`src/rtl/lc3b_types.sv`:
```
// Shared types for the LC-3b memory hierarchy.
//   lc3b_word     : 16-bit byte address / data word
//   lc3b_line     : 128-bit cache line
//   lc3b_line_tag : line address, i.e. byte address bits [15:4]
package lc3b_types;

    typedef logic [15:0]  lc3b_word;
    typedef logic [127:0] lc3b_line;
    typedef logic [11:0]  lc3b_line_tag;

    localparam int LINE_OFFSET_BITS = 4;

    // Line-aligned byte address for a line tag.
    function automatic lc3b_word line_base(input lc3b_line_tag tag);
        return {tag, {LINE_OFFSET_BITS{1'b0}}};
    endfunction

endpackage

```
`src/rtl/write_buffer_entry.sv`:
```
// Single write-buffer entry: valid bit, line tag and line data.
// Ports:
//   clk, reset_n            clock, asynchronous active-low reset
//   load                    capture load_tag/load_data and set valid
//   clear                   drop the entry (load wins if both are high)
//   load_tag, load_data     line to capture
//   lookup_tag              tag compared against the held line
//   valid, tag, data        current entry contents
//   match                   entry valid and tag equal to lookup_tag
module write_buffer_entry
    import lc3b_types::*;
(
    input  logic         clk,
    input  logic         reset_n,
    input  logic         load,
    input  logic         clear,
    input  lc3b_line_tag load_tag,
    input  lc3b_line     load_data,
    input  lc3b_line_tag lookup_tag,
    output logic         valid,
    output lc3b_line_tag tag,
    output lc3b_line     data,
    output logic         match
);

    logic         valid_reg;
    lc3b_line_tag tag_reg;
    lc3b_line     data_reg;

    always_ff @(posedge clk or negedge reset_n) begin
        if (!reset_n) begin
            valid_reg <= 1'b0;
            tag_reg   <= '0;
            data_reg  <= '0;
        end else if (load) begin
            valid_reg <= 1'b1;
            tag_reg   <= load_tag;
            data_reg  <= load_data;
        end else if (clear) begin
            valid_reg <= 1'b0;
        end
    end

    assign valid = valid_reg;
    assign tag   = tag_reg;
    assign data  = data_reg;
    assign match = valid_reg && (tag_reg == lookup_tag);

endmodule

```
`src/rtl/cache_write_buffer.sv`:
```
// Single-entry eviction write buffer between the L1 cache and physical memory.
// Evictions are absorbed in one cycle, reads hitting the buffered line are
// forwarded, and the buffered line drains whenever the memory port is idle.
// Ports:
//   clk, reset_n                         clock, asynchronous active-low reset
//   cache_read/cache_write               cache requests, held until cache_resp
//   cache_address, cache_wdata           request address (bits [3:0] ignored), eviction data
//   cache_rdata, cache_resp              read data and one-cycle completion pulse
//   pmem_read/pmem_write                 memory strobes, held until pmem_resp
//   pmem_address, pmem_wdata             line-aligned memory address, drain data
//   pmem_rdata, pmem_resp                fill data and memory completion pulse
// All outputs are registered: the output flops load their next values on the
// same edge that the FSM changes state.
module cache_write_buffer
    import lc3b_types::*;
(
    input  logic     clk,
    input  logic     reset_n,
    input  logic     cache_read,
    input  logic     cache_write,
    input  lc3b_word cache_address,
    input  lc3b_line cache_wdata,
    output lc3b_line cache_rdata,
    output logic     cache_resp,
    output logic     pmem_read,
    output logic     pmem_write,
    output lc3b_word pmem_address,
    output lc3b_line pmem_wdata,
    input  lc3b_line pmem_rdata,
    input  logic     pmem_resp
);

    typedef enum logic [1:0] {
        IDLE  = 2'd0,
        FILL  = 2'd1,
        DRAIN = 2'd2,
        RESP  = 2'd3
    } state_t;

    state_t       state_reg, state_next;

    lc3b_line     cache_rdata_reg, cache_rdata_next;
    logic         cache_resp_reg, cache_resp_next;
    logic         pmem_read_reg, pmem_read_next;
    logic         pmem_write_reg, pmem_write_next;
    lc3b_word     pmem_address_reg, pmem_address_next;
    lc3b_line     pmem_wdata_reg, pmem_wdata_next;

    logic         entry_load, entry_clear;
    logic         wb_valid, wb_match;
    lc3b_line_tag wb_tag;
    lc3b_line     wb_data;
    lc3b_line_tag req_tag;

    logic         unused_offset;

    assign req_tag       = cache_address[15:4];
    assign unused_offset = ^cache_address[3:0];

    write_buffer_entry u_entry (
        .clk        (clk),
        .reset_n    (reset_n),
        .load       (entry_load),
        .clear      (entry_clear),
        .load_tag   (req_tag),
        .load_data  (cache_wdata),
        .lookup_tag (req_tag),
        .valid      (wb_valid),
        .tag        (wb_tag),
        .data       (wb_data),
        .match      (wb_match)
    );

    always_comb begin
        state_next        = state_reg;
        cache_rdata_next  = cache_rdata_reg;
        cache_resp_next   = 1'b0;
        pmem_read_next    = 1'b0;
        pmem_write_next   = 1'b0;
        pmem_address_next = pmem_address_reg;
        pmem_wdata_next   = pmem_wdata_reg;
        entry_load        = 1'b0;
        entry_clear       = 1'b0;

        unique case (state_reg)
            IDLE: begin
                if (cache_read && wb_match) begin
                    cache_rdata_next = wb_data;
                    cache_resp_next  = 1'b1;
                    state_next       = RESP;
                end else if (cache_read) begin
                    pmem_read_next    = 1'b1;
                    pmem_address_next = line_base(req_tag);
                    state_next        = FILL;
                end else if (cache_write && (!wb_valid || wb_match)) begin
                    // Empty buffer or same line: capture (or overwrite) now.
                    entry_load      = 1'b1;
                    cache_resp_next = 1'b1;
                    state_next      = RESP;
                end else if (wb_valid) begin
                    // Either an eviction of a different line is waiting, or the
                    // port is idle: push the buffered line out. A pending write
                    // is then accepted from IDLE once the buffer is empty.
                    pmem_write_next   = 1'b1;
                    pmem_address_next = line_base(wb_tag);
                    pmem_wdata_next   = wb_data;
                    state_next        = DRAIN;
                end
            end

            FILL: begin
                if (pmem_resp) begin
                    cache_rdata_next = pmem_rdata;
                    cache_resp_next  = 1'b1;
                    state_next       = RESP;
                end else begin
                    pmem_read_next = 1'b1;
                end
            end

            DRAIN: begin
                if (pmem_resp) begin
                    entry_clear = 1'b1;
                    state_next  = IDLE;
                end else begin
                    pmem_write_next = 1'b1;
                end
            end

            RESP: begin
                state_next = IDLE;
            end

            default: begin
                state_next = IDLE;
            end
        endcase
    end

    always_ff @(posedge clk or negedge reset_n) begin
        if (!reset_n) begin
            state_reg        <= IDLE;
            cache_rdata_reg  <= '0;
            cache_resp_reg   <= 1'b0;
            pmem_read_reg    <= 1'b0;
            pmem_write_reg   <= 1'b0;
            pmem_address_reg <= '0;
            pmem_wdata_reg   <= '0;
        end else begin
            state_reg        <= state_next;
            cache_rdata_reg  <= cache_rdata_next;
            cache_resp_reg   <= cache_resp_next;
            pmem_read_reg    <= pmem_read_next;
            pmem_write_reg   <= pmem_write_next;
            pmem_address_reg <= pmem_address_next;
            pmem_wdata_reg   <= pmem_wdata_next;
        end
    end

    assign cache_rdata  = cache_rdata_reg;
    assign cache_resp   = cache_resp_reg;
    assign pmem_read    = pmem_read_reg;
    assign pmem_write   = pmem_write_reg;
    assign pmem_address = pmem_address_reg;
    assign pmem_wdata   = pmem_wdata_reg;

endmodule

```
`config.mk`:
```
export PLATFORM = sky130hd
export DESIGN_NAME = cache_write_buffer
export DESIGN_NICKNAME = d
export VERILOG_FILES = /design/src/rtl/lc3b_types.sv /design/src/rtl/write_buffer_entry.sv /design/src/rtl/cache_write_buffer.sv
export SDC_FILE = /design/constraint.sdc
export NUM_CORES = 1
export LEC_CHECK = 0
export CELL_PAD_IN_SITES_DETAIL_PLACEMENT = 1
export CELL_PAD_IN_SITES_GLOBAL_PLACEMENT = 1
export CORE_MARGIN = 1.5
export CORE_UTILIZATION = 35
export DETAILED_ROUTE_END_ITERATION = 8
export PLACE_DENSITY_LB_ADDON = 0.1
export SLEW_MARGIN = 20
export SYNTH_ARGS = -nofsm -noshare
export SYNTH_HDL_FRONTEND = slang
export SYNTH_HIERARCHICAL = 1
export SYNTH_SLANG_ARGS = --single-unit
```
`constraint.sdc`:
```
create_clock -name clk -period 2.56 [get_ports clk]
set_input_delay 0.64 -clock clk [delete_from_list [all_inputs] [get_ports clk]]
set_output_delay 0.64 -clock clk [all_outputs]
set_load 0.01 [all_outputs]
```
# ---- Word-level counts from Yosys, hierarchy flattened
# Index checks and enable logic that the tools add are counted.
dict set report classes {
  eq_ne 9
  muxes 32
  bitwise_logic 3
  reduce_logical 13
}
# operator count
set op_table {}
lappend op_table {{$mux 128} 2}
lappend op_table {{$pmux 128 s2} 1}
lappend op_table {{$mux 16} 3}
lappend op_table {{$mux 1} 16}
lappend op_table {{$eq 12x12->1} 1}
lappend op_table {{$mux 2} 6}
lappend op_table {{$ne 2x2->1 const B} 4}
lappend op_table {{$pmux 2 s4} 1}
lappend op_table {{$pmux 1 s2} 3}
lappend op_table {{$reduce_and 3->1} 2}
lappend op_table {{$reduce_bool 2->1} 3}
lappend op_table {{$ne 5x4->1 const B} 1}
lappend op_table {{$reduce_and 5->1} 1}
lappend op_table {{$eq 2x2->1 const B} 2}
lappend op_table {{$reduce_and 4->1} 1}
lappend op_table {{$logic_and 1x1->1} 3}
lappend op_table {{$not 1->1} 3}
lappend op_table {{$eq 2x1->1 const B} 1}
lappend op_table {{$logic_not 2->1} 1}
lappend op_table {{$logic_not 1->1} 1}
lappend op_table {{$logic_or 1x1->1} 1}
dict set report word_totals {
  register_bits 418
  input_bits 277
  wordCells 67
}

# ---- Depth between registers and ports, before layout
# Gate-level depths: netlist of the first run.
dict set report depth {
  ltp_word 9
  depth_mapped 9
}

# ---- Cells and area by module
# The synthesis of the first run kept the hierarchy.
# mod n_inst cells_each area_each_um2 seq_area_each_um2
set modules_own_cells {}
lappend modules_own_cells {cache_write_buffer 1 761 12834.8 6831.6}
lappend modules_own_cells {write_buffer_entry 1 316 5731.7 3528.4}

# ---- Least setup slack after synthesis of the first run
# No wires, ideal clock.
dict set report synth_timing {
  path_kind {input to register}
  from {input cache_address[15]}
  to {register u_entry.data_reg[100] (netlist: u_entry/data[100])}
  arrival_time_ns 2.632
  setup_slack_ns -0.197
  cell_stages 9
  path_buffers 3
  cell_sequence {xnor2_1 > nand4_1 > nor4_1 > o21ai_0 > nor4_1 > buf_6 > buf_6 > buf_6 > mux2_4}
}
dict set report synth_via {
  elab_chain_len 8
  elab_cells_between_ends 9
}
# element line
set synth_rtl {}
lappend synth_rtl {{start, declared} cache_write_buffer.sv:21} ;# input lc3b_word cache_address,
lappend synth_rtl {{$eq 12x12->1 (*)} write_buffer_entry.sv:47} ;# assign match = valid_reg && (tag_reg == lookup_tag);
lappend synth_rtl {{$logic_and 1x1->1 (*)} write_buffer_entry.sv:47}
lappend synth_rtl {{net wb_match} cache_write_buffer.sv:50} ;# logic wb_valid, wb_match;
lappend synth_rtl {{$logic_or 1x1->1} cache_write_buffer.sv:95} ;# end else if (cache_write && (!wb_valid || wb_match)) begin
lappend synth_rtl {{$logic_and 1x1->1} cache_write_buffer.sv:95}
lappend synth_rtl {{$mux 1} cache_write_buffer.sv:95}
lappend synth_rtl {{$mux 1} cache_write_buffer.sv:91} ;# end else if (cache_read) begin
lappend synth_rtl {{$mux 1 (*)} cache_write_buffer.sv:87} ;# if (cache_read && wb_match) begin
lappend synth_rtl {{$mux 1 (*)} cache_write_buffer.sv:85} ;# unique case (state_reg)
lappend synth_rtl {{net entry_load} cache_write_buffer.sv:49} ;# logic entry_load, entry_clear;
lappend synth_rtl {{end signal, assigned} write_buffer_entry.sv:38} ;# data_reg <= load_data;
lappend synth_rtl {{end, declared} write_buffer_entry.sv:28} ;# lc3b_line data_reg;
# The timed path passes the listed nets; every way through them passes the cells marked *.
# A chain may end at the register's enable or synchronous reset.

# ---- Final worst setup path of the first run
dict set report layout_timing {
  from {register u_entry.tag_reg[10] (netlist: u_entry/tag[10])}
  to {register u_entry.data_reg[60] (netlist: u_entry/data[60])}
}
dict set report layout_via {
  elab_chain_len 8
  elab_cells_between_ends 9
}
# element line
set layout_rtl {}
lappend layout_rtl {{start, declared} write_buffer_entry.sv:27} ;# lc3b_line_tag tag_reg;
lappend layout_rtl {{start signal, assigned} write_buffer_entry.sv:37} ;# tag_reg <= load_tag;
lappend layout_rtl {{$eq 12x12->1 (*)} write_buffer_entry.sv:47}
lappend layout_rtl {{$logic_and 1x1->1 (*)} write_buffer_entry.sv:47}
lappend layout_rtl {{net wb_match} cache_write_buffer.sv:50}
lappend layout_rtl {{$logic_or 1x1->1} cache_write_buffer.sv:95}
lappend layout_rtl {{$logic_and 1x1->1} cache_write_buffer.sv:95}
lappend layout_rtl {{$mux 1} cache_write_buffer.sv:95}
lappend layout_rtl {{$mux 1} cache_write_buffer.sv:91}
lappend layout_rtl {{$mux 1 (*)} cache_write_buffer.sv:87}
lappend layout_rtl {{$mux 1 (*)} cache_write_buffer.sv:85}
lappend layout_rtl {{net entry_load} cache_write_buffer.sv:49}
# Marked as above.

==> metrics.txt, run 1 <==
combinational group share of total power 46.2%; clock tree buffer depth 3; Peak VDD IR 0.609 mV; buffer and inverter count on the worst path 4; average wire per standard cell 24.8 um; number of instances in the synthesized netlist 1077; # port buffers 543; Die X 233 um; final worst-path cycle share 98.7%; part of the power in the clock network 19.2%; RSZ-0062 raised after global routing yes; Post-layout nets 1982; pin count of the biggest net entering global routing 59; outcome finished, final reports clean; final wirelength 60300 um; final global-route overflow total 0; total negative setup slack 0 ns; number of register bits inferred by synthesis 414; post-layout minimum cycle time 2.53 ns; remaining design rule violation count 0; internal power 0.0243 W; clock transition at the registers of the reported paths 0.06 ns; TritonCTS clock tree yes; synth warn 6; critical-path maximum fanout 10; kind of launch point of the worst setup path flop; switching share of total power 30.1%; number of iterations in the first detailed-routing pass 4; DR iter-0 viols 316; Final WS setup 0.0334 ns; number of fillers in the final layout 4975; leakage dissipation 12.4 nW; Largest stage delay, worst path 0.41 ns; die area 54400 um2; class of the most critical setup path flop to flop; power dissipated by switching net loads 0.0105 W; mapped cell area 18600 um2; area of the placeable core 52400 um2; endpoint arrival time on the critical path 2.98 ns; number of clock sinks 414; syn_area_per_cell 17.2 um2; CP top delay family buffers and inverters; later-pin clock latency in the skew report 0.57 ns; WHS 0.433 ns; Cell variety after synth 25; vias after detailed routing 11400; most frequent cell on the critical path sky130_fd_sc_hd__buf_4; H-tree level count 2; total area of multi-input combinational cells 7790 um2; worst hold path class input pin to flop; DP HPWL 42500 um; pwr dens 1260 nW/um2; number of top-level pins 552; max frequency 0.396 GHz; Post-Place Worst Slack -0.857 ns; Final Util 52.7%; mean number of vias per cell 4.69; pins over their slew limit 0; starting utilization of the core area 35.4%; number of routed nets with antenna violations 0; ratio of cells with drive above 1 in the final layout 41.8%; master of the slowest instance on the critical path sky130_fd_sc_hd__dfrtp_1; final count of hold timing violations 0; Die Ht 233 um; FF+latch area 10400 um2; max cap viols 0; synthesis-to-finish area growth 48.8%; kind of end point of the critical path flop; via count of the first global-routing pass 12700; clock skew 0.0147 ns; Worst EP required 3.02 ns; total clock buffers created by CTS 47; wire length of the first global-routing pass 83800 um; Routability Congestion 0.788; initial antenna violation count 13; cell-by-cell trace of the critical path xnor2_1 > nand4_1 > nor4_4 > buf_4 > o21ai_2 > nor4_2 > buf_4 > buf_12 > buf_8 > mux2_4; standard-cell row count 84; root buffer cell sky130_fd_sc_hd__clkbuf_16; power consumption 0.0348 W; fraction of the yosys area taken by sequential cells 55.8%; share of total power in sequential cells 34.6%; Setup-failing EPs final 0; Global Route Usage Sum 20.8%
placed cells by master, fill, tap and decap left out, types with 5 or more instances in the layout:
cell	netlist	final
sky130_fd_sc_hd__clkbuf_8	0	11
sky130_fd_sc_hd__buf_6	46	9
sky130_fd_sc_hd__buf_16	0	7
sky130_fd_sc_hd__xnor2_1	12	8
sky130_fd_sc_hd__nand2_1	6	5
sky130_fd_sc_hd__dfrtp_1	414	414
sky130_fd_sc_hd__clkdlybuf4s50_1	0	532
sky130_fd_sc_hd__clkbuf_16	0	66
sky130_fd_sc_hd__buf_8	0	5
sky130_fd_sc_hd__mux2_4	289	330
sky130_fd_sc_hd__diode_2	0	10
sky130_fd_sc_hd__dlygate4sd2_1	0	7
sky130_fd_sc_hd__clkbuf_1	0	12
sky130_fd_sc_hd__mux2_2	259	218
sky130_fd_sc_hd__buf_4	10	31
sky130_fd_sc_hd__buf_12	0	30
layout make-up:
type,instances,area share (%)
tap,688,3.12
inverter,3,0.0408
sequential,414,37.5
multi-input combinational,597,28.2
antenna,10,0.0906
timing repair buffer,642,25.6
clock buffer,72,5.15
clock inverter,7,0.317
worst register-to-register path, cell delays in order (launching register included):
cell and delay [ns]:
sky130_fd_sc_hd__dfrtp_1 0.41, sky130_fd_sc_hd__xnor2_1 0.21, sky130_fd_sc_hd__nand4_1 0.17, sky130_fd_sc_hd__nor4_4 0.33
sky130_fd_sc_hd__buf_4 0.16, sky130_fd_sc_hd__o21ai_2 0.06, sky130_fd_sc_hd__nor4_2 0.14, sky130_fd_sc_hd__buf_4 0.23
sky130_fd_sc_hd__buf_12 0.20, sky130_fd_sc_hd__buf_8 0.19, sky130_fd_sc_hd__mux2_4 0.31
through the flow:
stage	cells	area, um2
after floorplan	1080	18600
after global placement	2313	25100
after detailed placement	2313	25100
after CTS	2396	26800
after global routing	2428	27600
final	2433	27600
power by group through the flow:
stage               registers, W  logic (W)  clock network (W)
CTS                       0.0121     0.0155            0.00690
global route              0.0125     0.0170            0.00714
global placement          0.0120     0.0151                  0
finish                    0.0120     0.0161            0.00669
detailed placement        0.0121     0.0154                  0
floorplan                 0.0124    0.00799                  0
Yosys cell counts:
| master | n | area [um2] |
|---|---|---|
| sky130_fd_sc_hd__inv_1 | 3 | 11.3 |
| sky130_fd_sc_hd__nand2_1 | 6 | 22.5 |
| sky130_fd_sc_hd__nor2_1 | 3 | 11.3 |
| sky130_fd_sc_hd__a21o_1 | 1 | 7.51 |
| sky130_fd_sc_hd__buf_4 | 10 | 75.1 |
| sky130_fd_sc_hd__nand2b_1 | 1 | 6.26 |
| sky130_fd_sc_hd__nor2b_1 | 1 | 6.26 |
| sky130_fd_sc_hd__nand4_1 | 2 | 12.5 |
| sky130_fd_sc_hd__nand3_1 | 1 | 5.00 |
| sky130_fd_sc_hd__nand4b_1 | 1 | 8.76 |
| sky130_fd_sc_hd__nor3_1 | 1 | 5.00 |
| sky130_fd_sc_hd__and3_1 | 2 | 12.5 |
| sky130_fd_sc_hd__mux2_4 | 289 | 4340 |
| sky130_fd_sc_hd__o221ai_1 | 1 | 8.76 |
| sky130_fd_sc_hd__xnor2_1 | 12 | 105 |
| sky130_fd_sc_hd__buf_2 | 10 | 50.1 |
| sky130_fd_sc_hd__nand2b_4 | 1 | 13.8 |
| sky130_fd_sc_hd__a21oi_1 | 4 | 20.0 |
| sky130_fd_sc_hd__buf_6 | 46 | 518 |
| sky130_fd_sc_hd__nand3b_1 | 2 | 15.0 |
| sky130_fd_sc_hd__o21ai_0 | 4 | 20.0 |
| sky130_fd_sc_hd__mux2_2 | 259 | 2920 |
| sky130_fd_sc_hd__dfrtp_1 | 414 | 10400 |
| sky130_fd_sc_hd__conb_1 | 1 | 3.75 |
| sky130_fd_sc_hd__nor4_1 | 2 | 12.5 |
cells by family (layout without fill, tap and decap cells):
| kind of cell | after synthesis | in the layout | synth area share (%) |
|---|---|---|---|
| AO/OA/AOI/OAI | 10 | 10 | 0.303 |
| XOR/XNOR | 12 | 12 | 0.566 |
| buffers and inverters | 69 | 724 | 3.52 |
| flip-flops | 414 | 414 | 55.8 |
| multiplexers | 548 | 548 | 39.1 |
| other | 1 | 14 | 0.0202 |
| AND/OR/NAND/NOR | 23 | 23 | 0.708 |
path summary, 6_finish.rpt:
path / end / depth (start not counted) / slack [ns] / start
worst max-delay path: u_entry/data[60] / 10 / 0.03 / u_entry/tag[10]
worst min-delay path: u_entry/tag[9] / 2 / 0.43 / cache_address[13]
worst max register to register: u_entry/data[60] / 10 / 0.03 / u_entry/tag[10]
worst min register to register: pmem_address[14] / 1 / 0.50 / pmem_address[14]
max in group asynchronous: u_entry/data[42] / 4 / 1.17 / reset_n
min in group asynchronous: cache_rdata[102] / 2 / 0.56 / reset_n
metal layers:
metal	up-vias	share of wire (%)	track usage (%)
met5	-	0.080	0
met4	8	2.7	7.48
met3	85	7.0	6.47
met2	320	50	35.0
met1	5896	40	25.0
li1	5093	-	-
repair_timing:
| item | 4_1_cts | 5_1_grt |
|---|---|---|
| endpoints found under the hold margin | 10 | 0 |
| pin swaps | 7 | 9 |
| buffers inserted | 2 | 7 |
| endpoints found under the setup margin | 140 | 393 |
| hold buffers | 1 | 0 |
| resized for setup | 27 | 77 |
| gates cloned | 1 | 20 |
Note: power is estimated with default switching activity, not from simulation.
==> inputs of run 2 (changes only) <==
CAP_MARGIN = 25   (was default)
==> results of run 2 <==
No change in the layout: final DEF, timing and power equal those of run 1.
==> inputs of run 3 (changes only) <==
CORE_ASPECT_RATIO = 0.7   (was default)
CORE_UTILIZATION = 39   (was 35)
clock period = 2.53 ns   (was 2.56 ns; I/O delays follow)
==> run 3 against run 2 <==
Compared with the run above: the flow now finishes with violations (negative hold slack, negative setup slack); final area increased by 1.8%; register-to-register slack got worse by 0.19 ns; largest cell class unchanged; clock power decreased by 0.6%; sequential share of layout area decreased by 0.65 points; via count increased by 2.1%; sequential power increased by 3%; core utilization increased by 7.5 points; non-clock buffer count increased by 18; hold slack got worse by 0.44 ns; critical path type is now input pin to flop; wire length increased by 1.1%.
==> metrics.txt, run 3 (synthesis results as in run 1) <==
via count of the first global-routing pass 12700 (+0.51%); number of fillers in the final layout 4240 (-15%); kind of launch point of the worst setup path input pin; cell depth of the worst setup path 12 (+2); starting utilization of the core area 39.7% (+4.3 points); Final WS setup -0.176 ns (-0.210 ns); Worst Setup EP pmem_wdata[41]; post-layout minimum cycle time 2.71 ns; vias after detailed routing 11600 (+2.1%); # port buffers 543 (unchanged); outcome complete, but fails checks; class of the most critical setup path input pin to flop; Routability Congestion 0.825 (+4.8%); remaining design rule violation count 0 (unchanged); synthesis-to-finish area growth 51.4%; clock skew 0.00980 ns (-0.00487 ns); number of routed nets with antenna violations 0 (unchanged); ratio of cells with drive above 1 in the final layout 42.8% (+1.0 points); final count of hold timing violations 3 (+3); TritonCTS clock tree yes; violated checks negative hold slack, negative setup slack; most common cell after layout, fill and taps aside sky130_fd_sc_hd__clkdlybuf4s50_1; clock transition at the registers of the reported paths 0.07 ns (about the same); launch point of the worst reg-to-reg path u_entry/tag[5]; Worst EP required 2.96 ns (-0.06 ns); DP HPWL 41200 um (-2.9%); wire length of the first global-routing pass 85200 um (+1.6%); WHS -0.00670 ns (-0.440 ns); reg2reg path depth 11 (+1); Largest stage delay, worst path 0.54 ns (+0.13 ns); number of clock sinks 414 (unchanged); Post-layout nets 1997 (+0.76%); die area 48900 um2 (-10%); max frequency 0.370 GHz; commonest non-fill, non-tap cells in the layout 538 x sky130_fd_sc_hd__clkdlybuf4s50_1, 431 x sky130_fd_sc_hd__mux2_4, 414 x sky130_fd_sc_hd__dfrtp_1; initial antenna violation count 7 (-6); Setup-failing EPs final 333 (+333); # placed instances 2240 (-3.2%); Global Route Usage Sum 23.2% (+2.4 points); later-pin clock latency in the skew report 0.55 ns (-0.02 ns); endpoint arrival time on the critical path 3.13 ns (+0.15 ns); RSZ-0062 raised after global routing yes; clock tree buffer depth 3 (unchanged); pwr dens 1290 nW/um2 (+2.1%); leakage dissipation 13.0 nW (+5.4%); average wire per standard cell 25.7 um (+3.7%); kind of end point of the critical path flop; critical-path maximum fanout 7 (-3); Die Ht 186 um (-20%); Die X 264 um (+13%); number of iterations in the first detailed-routing pass 4 (unchanged); final wirelength 61000 um (+1.1%); pin count of the biggest net entering global routing 76 (+29%); master of the slowest instance on the critical path sky130_fd_sc_hd__clkdlybuf4s50_1; cell-by-cell trace of the critical path clkdlybuf4s50_1 > xnor2_2 > nand3_2 > nor4_4 > buf_4 > buf_6 > nand2_2 > nand4b_1 > buf_6 > buf_12 > clkbuf_16 > mux2_2; total clock buffers created by CTS 44 (-6.4%); DR iter-0 viols 528 (+67%); pins over their slew limit 0 (unchanged); launching element of the worst setup path cache_address[11]; standard-cell row count 66 (-21%); worst flop-to-flop path endpoint pmem_wdata[41]; Peak VDD IR 0.600 mV (-1.4%); buffer and inverter count on the worst path 6 (+2); final worst-path cycle share 107%; final global-route overflow total 0 (unchanged); max cap viols 0 (unchanged); Post-Place Worst Slack -0.785 ns (+0.0721 ns); area of the placeable core 46700 um2 (-11%); Post-Layout Cell Count 2372 (-2.5%); most frequent cell on the critical path sky130_fd_sc_hd__buf_6; worst hold path class input pin to asynchronous set/reset pin; setup slack on the worst flop-to-flop path -0.16 ns (-0.19 ns); H-tree level count 2 (unchanged); root buffer cell sky130_fd_sc_hd__clkbuf_16; mean number of vias per cell 4.91 (+4.7%); CP top delay family buffers and inverters; number of top-level pins 552 (unchanged)
==> run 3: cell types whose count changed in the layout (fill, tap and decap cells not counted), moves of 4 or more <==
cell / before / now
sky130_fd_sc_hd__mux2_2: 218 / 117
sky130_fd_sc_hd__mux2_4: 330 / 431
sky130_fd_sc_hd__clkbuf_16: 66 / 56
sky130_fd_sc_hd__clkinv_2: 4 / 14
sky130_fd_sc_hd__buf_12: 30 / 38
sky130_fd_sc_hd__buf_6: 9 / 15
sky130_fd_sc_hd__clkbuf_1: 12 / 6
sky130_fd_sc_hd__clkdlybuf4s50_1: 532 / 538
sky130_fd_sc_hd__buf_8: 5 / 10
sky130_fd_sc_hd__clkbuf_8: 11 / 7
==> run 3: worst min-delay path by stage <==
stage / slack [ns] / to
3_5_place_dp: 0.49 / cache_rdata[17]
2_1_floorplan: 0.34 / cache_rdata[0]
3_3_place_gp: 0.49 / pmem_wdata[15]
5_1_grt: 0.002 / cache_rdata[108]
4_1_cts: 0.002 / cache_rdata[108]
6_report: -0.007 / cache_rdata[108]
==> run 3: final cells by class <==
cell class                      instances  area [um2]  share of cell area, %
Sequential cell                       414       10400                   36.9
Multi-Input combinational cell        597        8180                   29.1
Timing Repair Buffer                  660        7320                   26.0
Clock buffer                           58        1240                   4.43
Tap cell                              612         766                   2.72
Clock inverter                         21         213                  0.757
Antenna cell                            7        17.5                 0.0623
Inverter                                3        11.3                 0.0401
==> run 3: timing repair <==
item                                    4_1_cts  5_1_grt
pin swaps                                     6        1
gates cloned                                  8       13
setup buffers                                19       12
gates resized for setup                      52      152
hold buffers                                  0        0
endpoints found under the setup margin      362      407
==> run 3: metal layers <==
layer	GRT usage, %	part of all wire, %	vias to the layer above
met2	40.0	50	318
met1	28.8	41	6106
li1	-	-	5133
met4	6.28	2.2	4
met5	0	0.038	-
met3	6.52	6.2	82
==> run 3: report_power, final <==
part / total, W / switching (W) / leakage [nW] / internal, W
registers: 0.0124 / 0.00253 / 5.08 / 0.00988
clock network: 0.00665 / 0.00278 / 0.724 / 0.00387
logic: 0.0171 / 0.00573 / 7.24 / 0.0114
total: 0.0362 / 0.0110 / 13.0 / 0.0251
==> run 3: stage by stage <==
step,area (um2),total power [W],setup TNS (ns),util (%)
2_1_floorplan,18700,0.0207,0,-
3_3_place_gp,25100,0.0275,-269.48,53.8
3_5_place_dp,25100,0.0279,-277.94,53.8
4_1_cts,27200,0.0354,-20.55,58.2
5_1_grt,28100,0.0379,-67.76,60.1
6_report,28100,0.0362,-29.48,60.1
